`config.mk`:
```
export PLATFORM = sky130hd
export DESIGN_NAME = clk_div_ctrl
export DESIGN_NICKNAME = d
export VERILOG_FILES = /design/src/rtl/clk_div_ctrl.sv
export SDC_FILE = /design/constraint.sdc
export NUM_CORES = 1
export LEC_CHECK = 0
export BUFFER_PORTS_ARGS = -buffer_cell sky130_fd_sc_hd__buf_2
export CELL_PAD_IN_SITES_DETAIL_PLACEMENT = 0
export CELL_PAD_IN_SITES_GLOBAL_PLACEMENT = 1
export CORE_UTILIZATION = 41
export CTS_CLUSTER_SIZE = 14
export DETAILED_ROUTE_END_ITERATION = 8
export PLACE_DENSITY_LB_ADDON = 0.1
export RECOVER_POWER = 100
export SKIP_LAST_GASP = 1
export SYNTH_ARGS = -nofsm -noshare
export SYNTH_HDL_FRONTEND = slang
export SYNTH_SLANG_ARGS = --single-unit
export TNS_END_PERCENT = 5
```
`constraint.sdc`:
```
create_clock -name clk_in -period 2.5 [get_ports clk_in]
set_input_delay 0.125 -clock clk_in [delete_from_list [all_inputs] [get_ports clk_in]]
set_output_delay 0.125 -clock clk_in [all_outputs]
set_load 0.005 [all_outputs]
```
`src/rtl/clk_div_ctrl.sv`:
```
// clk_div_ctrl: runtime-programmable divide-by-N clock generator.
// Mod-N period counter with a 50%-duty output stage for even and odd N,
// glitch-free ratio changes applied only at period boundaries, and clean
// start/stop sequencing from a run enable.
module clk_div_ctrl #(
  parameter int DIV_W       = 4,
  parameter int DEFAULT_DIV = 5
) (
  input  logic             clk_in,
  input  logic             rst,
  input  logic             en,
  input  logic             req_valid,
  input  logic [DIV_W-1:0] req_div,
  output logic             req_ready,
  output logic             clk_out,
  output logic [DIV_W-1:0] cur_div,
  output logic             busy,
  output logic             period_start,
  output logic             err
);

  localparam logic [DIV_W-1:0] ONE = DIV_W'(1);
  localparam logic [DIV_W-1:0] TWO = DIV_W'(2);

  typedef enum logic [1:0] {IDLE, RUN, PEND, STOPPING} state_t;

  state_t           state, state_nxt;
  logic [DIV_W-1:0] cnt, cnt_nxt;
  logic [DIV_W-1:0] cur_nxt;
  logic [DIV_W-1:0] pend_div, pend_nxt;
  logic             hi_pos, hi_neg;
  logic             accept, legal, wrap;

  // Handshake and status decode depend on state only, keeping them out of the
  // next-state process so accept never loops back through it.
  assign req_ready    = (state == IDLE) || (state == RUN);
  assign busy         = (state == PEND) || (state == STOPPING);
  assign period_start = (state != IDLE) && (cnt == '0);
  assign accept       = req_valid && req_ready;
  assign legal        = (req_div >= TWO);
  assign wrap         = (cnt == cur_div - ONE);
  assign clk_out      = hi_pos | hi_neg;

  // Next-state, counter and ratio selection; a new ratio only lands at a wrap
  // (or while idle) so the current period always completes at the old N.
  always_comb begin
    state_nxt = state;
    cnt_nxt   = wrap ? '0 : cnt + ONE;
    cur_nxt   = cur_div;
    pend_nxt  = pend_div;
    case (state)
      IDLE: begin
        cnt_nxt = '0;
        if (accept && legal) cur_nxt = req_div;
        if (en) state_nxt = RUN;
      end
      RUN: begin
        // A request accepted together with en falling still goes to PEND;
        // PEND then stops after switching, giving one period at the new N.
        if (accept && legal) begin
          pend_nxt  = req_div;
          state_nxt = PEND;
        end else if (!en) begin
          state_nxt = STOPPING;
        end
      end
      PEND: begin
        if (wrap) begin
          cur_nxt   = pend_div;
          state_nxt = en ? RUN : STOPPING;
        end
      end
      STOPPING: begin
        if (wrap) state_nxt = IDLE;
      end
      default: state_nxt = IDLE;
    endcase
  end

  // State, counter, ratio registers plus the posedge half of the output stage.
  // hi_pos uses floor(N/2) for both parities; odd N gets its extra half cycle
  // from hi_neg.
  always_ff @(posedge clk_in) begin
    if (rst) begin
      state    <= IDLE;
      cnt      <= '0;
      cur_div  <= DIV_W'(DEFAULT_DIV);
      pend_div <= '0;
      hi_pos   <= 1'b0;
      err      <= 1'b0;
    end else begin
      state    <= state_nxt;
      cnt      <= cnt_nxt;
      cur_div  <= cur_nxt;
      pend_div <= pend_nxt;
      hi_pos   <= (state != IDLE) && (cnt < (cur_div >> 1));
      err      <= accept && !legal;
    end
  end

  // Negedge phase: stretches the high time by half a cycle for odd N.
  always_ff @(negedge clk_in) begin
    if (rst) hi_neg <= 1'b0;
    else     hi_neg <= cur_div[0] & hi_pos;
  end

endmodule

```
-- Word level (Yosys, flattened, before mapping)
Cells that the tools add are included.
- word-level logic and storage cells: 48
- input bits: 8
- output and inout port bits: 9
- flip-flop bits (word level): 17
- add/sub/neg operators: 2
- reductions and logical operators: 16
- bitwise logic cells: 2
- order comparisons: 2
- equality and inequality tests: 9
- muxes and demuxes: 10
- operators by type and width (operator ; count):
    2-to-1 mux 2 bit ; 6
    2-to-1 mux 4 bit ; 2
    case mux 2 bit (4 select lines) ; 1
    case mux 4 bit (2 select lines) ; 1
    inequality test 2 bit, second input constant ; 3
    logical AND 1 bit ; 5
    adder 4 x 1 -> 4 bit, second input constant ; 1
    == test 2 bit, second input constant ; 2
    == test 4 bit ; 1
    >= comparator 4 x 2 -> 1 bit, second input constant ; 1
    logical NOT 4 bit ; 1
    less-than comparator 4 x 3 -> 1 bit ; 1
    AND reduction 4 bit ; 1
    nonzero test 2 bit ; 2
    subtractor 4 x 1 -> 4 bit, second input constant ; 1
    inequality test 3 x 2 -> 1 bit, second input constant ; 1
    AND reduction 3 bit ; 1
    OR reduction 3 bit ; 1
    == test 2 x 1 -> 1 bit, second input constant ; 1
    logical NOT 2 bit ; 1
    logical OR 1 bit ; 2
    inequality test 2 x 1 -> 1 bit, second input constant ; 1
    AND reduction 2 bit ; 1
    bitwise AND 1 bit ; 1
    2 further kinds ; 2

-- Longest topological paths before layout
- word-level depth: 6
- gate-level depth with buffers: 6
- mapped depth without buffers: 6

==> metrics.txt <==
# TYPE chip_impl_metric gauge
chip_impl_info{name="outcome",value="complete, no violations"} 1
chip_impl_metric{name="worst_hold_path_depth",unit=""} 3
chip_impl_metric{name="pwr-share-seq",unit="%"} 50.1
chip_impl_info{name="worst_path_max_delay_cell",value="dfxtp_1"} 1
chip_impl_metric{name="numClockSinks",unit=""} 17
chip_impl_metric{name="coreArea",unit="mm^2"} 0.002233
chip_impl_info{name="min_to",value="pend_div[0]"} 1
chip_impl_info{name="rsz0062_at_grt",value="no"} 1
chip_impl_info{name="yosys.area.top_type",value="dfxtp_1"} 1
chip_impl_metric{name="reg2reg_slack",unit="ns"} 0.53
chip_impl_metric{name="cell_area_power_density",unit="mW/mm^2"} 613.0
chip_impl_info{name="worst_setup_path_end_kind",value="primary output"} 1
chip_impl_metric{name="drt_pre_antenna_iters",unit=""} 3
chip_impl_metric{name="cpPeakStageDelay",unit="ns"} 0.29
chip_impl_metric{name="top_level_pins",unit=""} 17
chip_impl_metric{name="cts_inserted_buffers",unit=""} 3
chip_impl_info{name="min-delay-start",value="req_div[0]"} 1
chip_impl_metric{name="ff2ff_path_depth",unit=""} 6
chip_impl_metric{name="yosys.area_share.adder",unit="%"} 6.410
chip_impl_metric{name="avgViaCountPerCell",unit=""} 5.007
chip_impl_metric{name="grt_max_degree",unit=""} 23
chip_impl_metric{name="routedWlPerCell",unit="um"} 12.37
chip_impl_metric{name="post_synth_xor_area_fraction",unit="%"} 7.692
chip_impl_metric{name="die_height",unit="um"} 50.79
chip_impl_metric{name="finalSetupViolations",unit=""} 0
chip_impl_metric{name="synth.cell_area",unit="um^2"} 975.9
chip_impl_metric{name="synthesized_area_fraction_occupied_by_ao_oa_aoi_and_oai_cells",unit="%"} 6.538
chip_impl_info{name="synth_top_area_cells",value="dfxtp_1, mux2i_1, ha_1"} 1
chip_impl_metric{name="max-cap-violations",unit=""} 0
chip_impl_metric{name="first_pass_grt_wire_length",unit="um"} 3284
chip_impl_metric{name="drc_errors_left",unit=""} 0
chip_impl_metric{name="clk_pin_slew",unit="ns"} 0.10
chip_impl_info{name="critical_path.reg2reg.endpoint",value="cur_div[3]"} 1
chip_impl_info{name="path_cells",value="or2_2, buf_2"} 1
chip_impl_metric{name="syn2layout_area_growth",unit="%"} 9.102
chip_impl_metric{name="die_x",unit="um"} 50.79
chip_impl_metric{name="clk_path_buf_depth",unit=""} 2
chip_impl_metric{name="pwr-share-clk",unit="%"} 23.5
chip_impl_metric{name="floorplan.rows",unit=""} 17
chip_impl_info{name="clockRootBuffer",value="clkbuf_4"} 1
chip_impl_metric{name="final_design_area_no_fill",unit="mm^2"} 0.001065
chip_impl_metric{name="finalWeightedCongestion",unit=""} 0.6720
chip_impl_metric{name="die-area",unit="mm^2"} 0.002580
chip_impl_metric{name="drtIter0Drc",unit=""} 8
chip_impl_metric{name="proportion_of_synthesized_chip_area_in_sequential_cells",unit="%"} 34.87
chip_impl_metric{name="first_global_vias",unit=""} 736
chip_impl_metric{name="cts_setup_buffers",unit=""} 0
chip_impl_metric{name="critical_path.max_fanout",unit=""} 1
chip_impl_metric{name="cts_hold_buf",unit=""} 0
chip_impl_info{name="critPathLaunchType",value="flip-flop"} 1
chip_impl_metric{name="synth.ff_latch_count",unit=""} 17
chip_impl_metric{name="placedInstanceArea",unit="mm^2"} 0.001060
chip_impl_info{name="dominant_combinational_cell_family_by_area_after_synthesis",value="simple AND/OR/NAND/NOR gates"} 1
chip_impl_metric{name="yosys.area_share.simple",unit="%"} 23.85
chip_impl_metric{name="pwr-share-comb",unit="%"} 26.4
chip_impl_metric{name="timing.max_slew.rel_slack",unit="%"} 72.57
chip_impl_metric{name="ys.warnings.count",unit=""} 0
chip_impl_metric{name="max-vdd-ir-drop",unit="V"} 0.0003248
chip_impl_metric{name="overflow",unit=""} 0
chip_impl_metric{name="htreeDepth",unit=""} 1
chip_impl_metric{name="setup_tns",unit="ns"} 0
chip_impl_metric{name="report.final.slew_viol_count",unit=""} 0
chip_impl_metric{name="io_buffers",unit=""} 16
chip_impl_metric{name="synth.mux.area_fraction",unit="%"} 13.59
chip_impl_metric{name="crit_arrival",unit="ns"} 2.26
chip_impl_metric{name="cp.required",unit="ns"} 2.38
chip_impl_metric{name="pint",unit="mW"} 0.4398
chip_impl_metric{name="ys_async_sr_fraction",unit="%"} 0
chip_impl_info{name="ys_dominant_reg_cell",value="dfxtp_1"} 1
chip_impl_metric{name="clkLatencyLatePin",unit="ns"} 0.34
chip_impl_metric{name="initial_antenna_violation_count",unit=""} 0
chip_impl_metric{name="detailedPlacementHpwl",unit="um"} 1336
chip_impl_metric{name="power.leakage",unit="nW"} 0.4955
chip_impl_metric{name="post_synth_cell_types",unit=""} 31
chip_impl_info{name="criticalPathCategory",value="reg -> out"} 1
chip_impl_metric{name="drtAntennaViolNets",unit=""} 0
chip_impl_metric{name="final_layout_size_suffix_gt1_share",unit="%"} 19.83
chip_impl_metric{name="via_count_of_the_routed_design",unit=""} 746
chip_impl_metric{name="synth_top_area_share",unit="%"} 34.87
chip_impl_metric{name="total_routing_usage_gr",unit="%"} 17.03
chip_impl_metric{name="number_of_nets_at_the_end_of_the_flow",unit=""} 135
chip_impl_metric{name="post_synth_inst_count",unit=""} 106
chip_impl_metric{name="post_syn_nets",unit=""} 119
chip_impl_metric{name="final_hold_viol_count",unit=""} 0
chip_impl_info{name="cts_tree",value="done"} 1
chip_impl_metric{name="wirelength",unit="um"} 1843
chip_impl_metric{name="power.switching",unit="mW"} 0.2130
chip_impl_info{name="critical_path.reg2reg.startpoint",value="cur_div[0]"} 1
chip_impl_metric{name="synthesis.area_per_instance",unit="um^2"} 9.207
chip_impl_metric{name="max_slew.worst_pin.slew",unit="ns"} 0.4100
chip_impl_metric{name="number_of_synthesized_flops_with_an_enable_pin",unit=""} 0
chip_impl_metric{name="ctsResizeCount",unit=""} 0
chip_impl_metric{name="antenna-diode-count",unit=""} 0
chip_impl_info{name="worst_hold_check_path_type",value="in -> reg"} 1
chip_impl_metric{name="sw_frac_of_total",unit="%"} 32.63
chip_impl_metric{name="initial_utilization",unit="%"} 43.70
chip_impl_metric{name="skew",unit="ns"} 0.05592
[metal layers]
metal,global-route usage (%),part of all wire (%),vias to the layer above
met4,6.944,0.76,0
li1,-,-,396
met1,22.85,50,331
met3,3.636,4.2,2
met5,0,0,-
met2,26.22,45,17
[area by class of cell]
cell class / instances / area [um^2]
clock buffers: 3 / 22.52
repair buffers: 17 / 85.08
flip-flops and latches: 17 / 340.3
inverters: 7 / 26.28
well taps: 28 / 35.03
multi-input cells: 75 / 546.8
fillers: 239 / 1169
clock inverters: 2 / 8.758
[stage by stage]
| stage | power (mW) | std cells | utilization [%] | setup WS [ns] | hold slack, ns |
|---|---|---|---|---|---|
| 4_1_cts | 0.6769 | 149 | 48.68 | 0.09704 | 0.06639 |
| 6_report | 0.6527 | 149 | 47.68 | 0.1175 | 0.08620 |
| 3_5_place_dp | 0.5216 | 145 | 47.45 | 0.4694 | 0.3836 |
| 5_1_grt | 0.7065 | 149 | 47.68 | 0.07741 | 0.1053 |
| 3_3_place_gp | 0.5183 | 145 | 47.45 | 0.4770 | 0.3695 |
| 2_1_floorplan | 0.4765 | 106 | - | 0.5865 | 0.2689 |
[kinds of logic (layout without fill, tap and decap cells)]
kind of cell | after synthesis | count (layout)
muxes | 12 | 12
and+or+nand+nor | 43 | 43
xor gates and xnor gates | 7 | 7
adders and majority gates | 5 | 5
DFF | 17 | 17
buffers and inverters | 14 | 29
AOI/OAI and AO/OA | 8 | 8
[cells in the mapped netlist, types with 2 or more instances]
cell type  number
dfxtp_1        17
nor2_1         16
inv_1           8
mux2i_1         8
ha_1            5
nand2b_1        4
nor3_1          4
clkbuf_1        3
nand2_1         3
nand3_1         3
nor4_1          3
o21ai_0         3
xnor2_1         3
xor2_1          3
a21oi_1         2
buf_6           2
mux2_2          2
mux2_4          2
nor4b_1         2
or4_1           2
[placed cells by master (no fill, tap or decap), types with 4 or more instances in the layout]
cell type / count
mux2i_1: 8
nand2b_1: 4
nor3_1: 4
nor2_1: 16
ha_1: 5
dfxtp_1: 17
buf_2: 14
inv_1: 8
[flip-flops by register name, indices dropped and copies added (netlist names)]
name      flops
state         2
hi_pos        1
pend_div      4
cnt           4
cur_div       4
hi_neg        1
err           1
[worst max-delay path by stage]
stage / slack [ns] / start / endpoint
detailed placement: 0.47 / hi_neg / clk_out
global placement: 0.48 / hi_neg / clk_out
floorplan: 0.59 / hi_neg / clk_out
CTS: 0.1 / hi_neg / clk_out
global route: 0.08 / hi_neg / clk_out
finish: 0.12 / hi_neg / clk_out
[worst max-delay path, delay by kind of cell (launching register included)]
family | cells | cell delay, ns
buf+inv | 1 | 0.12
flops | 1 | 0.29
simple gates | 1 | 0.25
[power by group through the flow]
stage | Sequential (mW) | Combinational, mW | Clock, mW
global placement | 0.334 | 0.180 | 0.00501
global route | 0.333 | 0.197 | 0.176
floorplan | 0.318 | 0.153 | 0.00501
finish | 0.327 | 0.172 | 0.154
detailed placement | 0.334 | 0.182 | 0.00501
CTS | 0.328 | 0.184 | 0.165
Note: power is estimated with default switching activity, not from simulation.
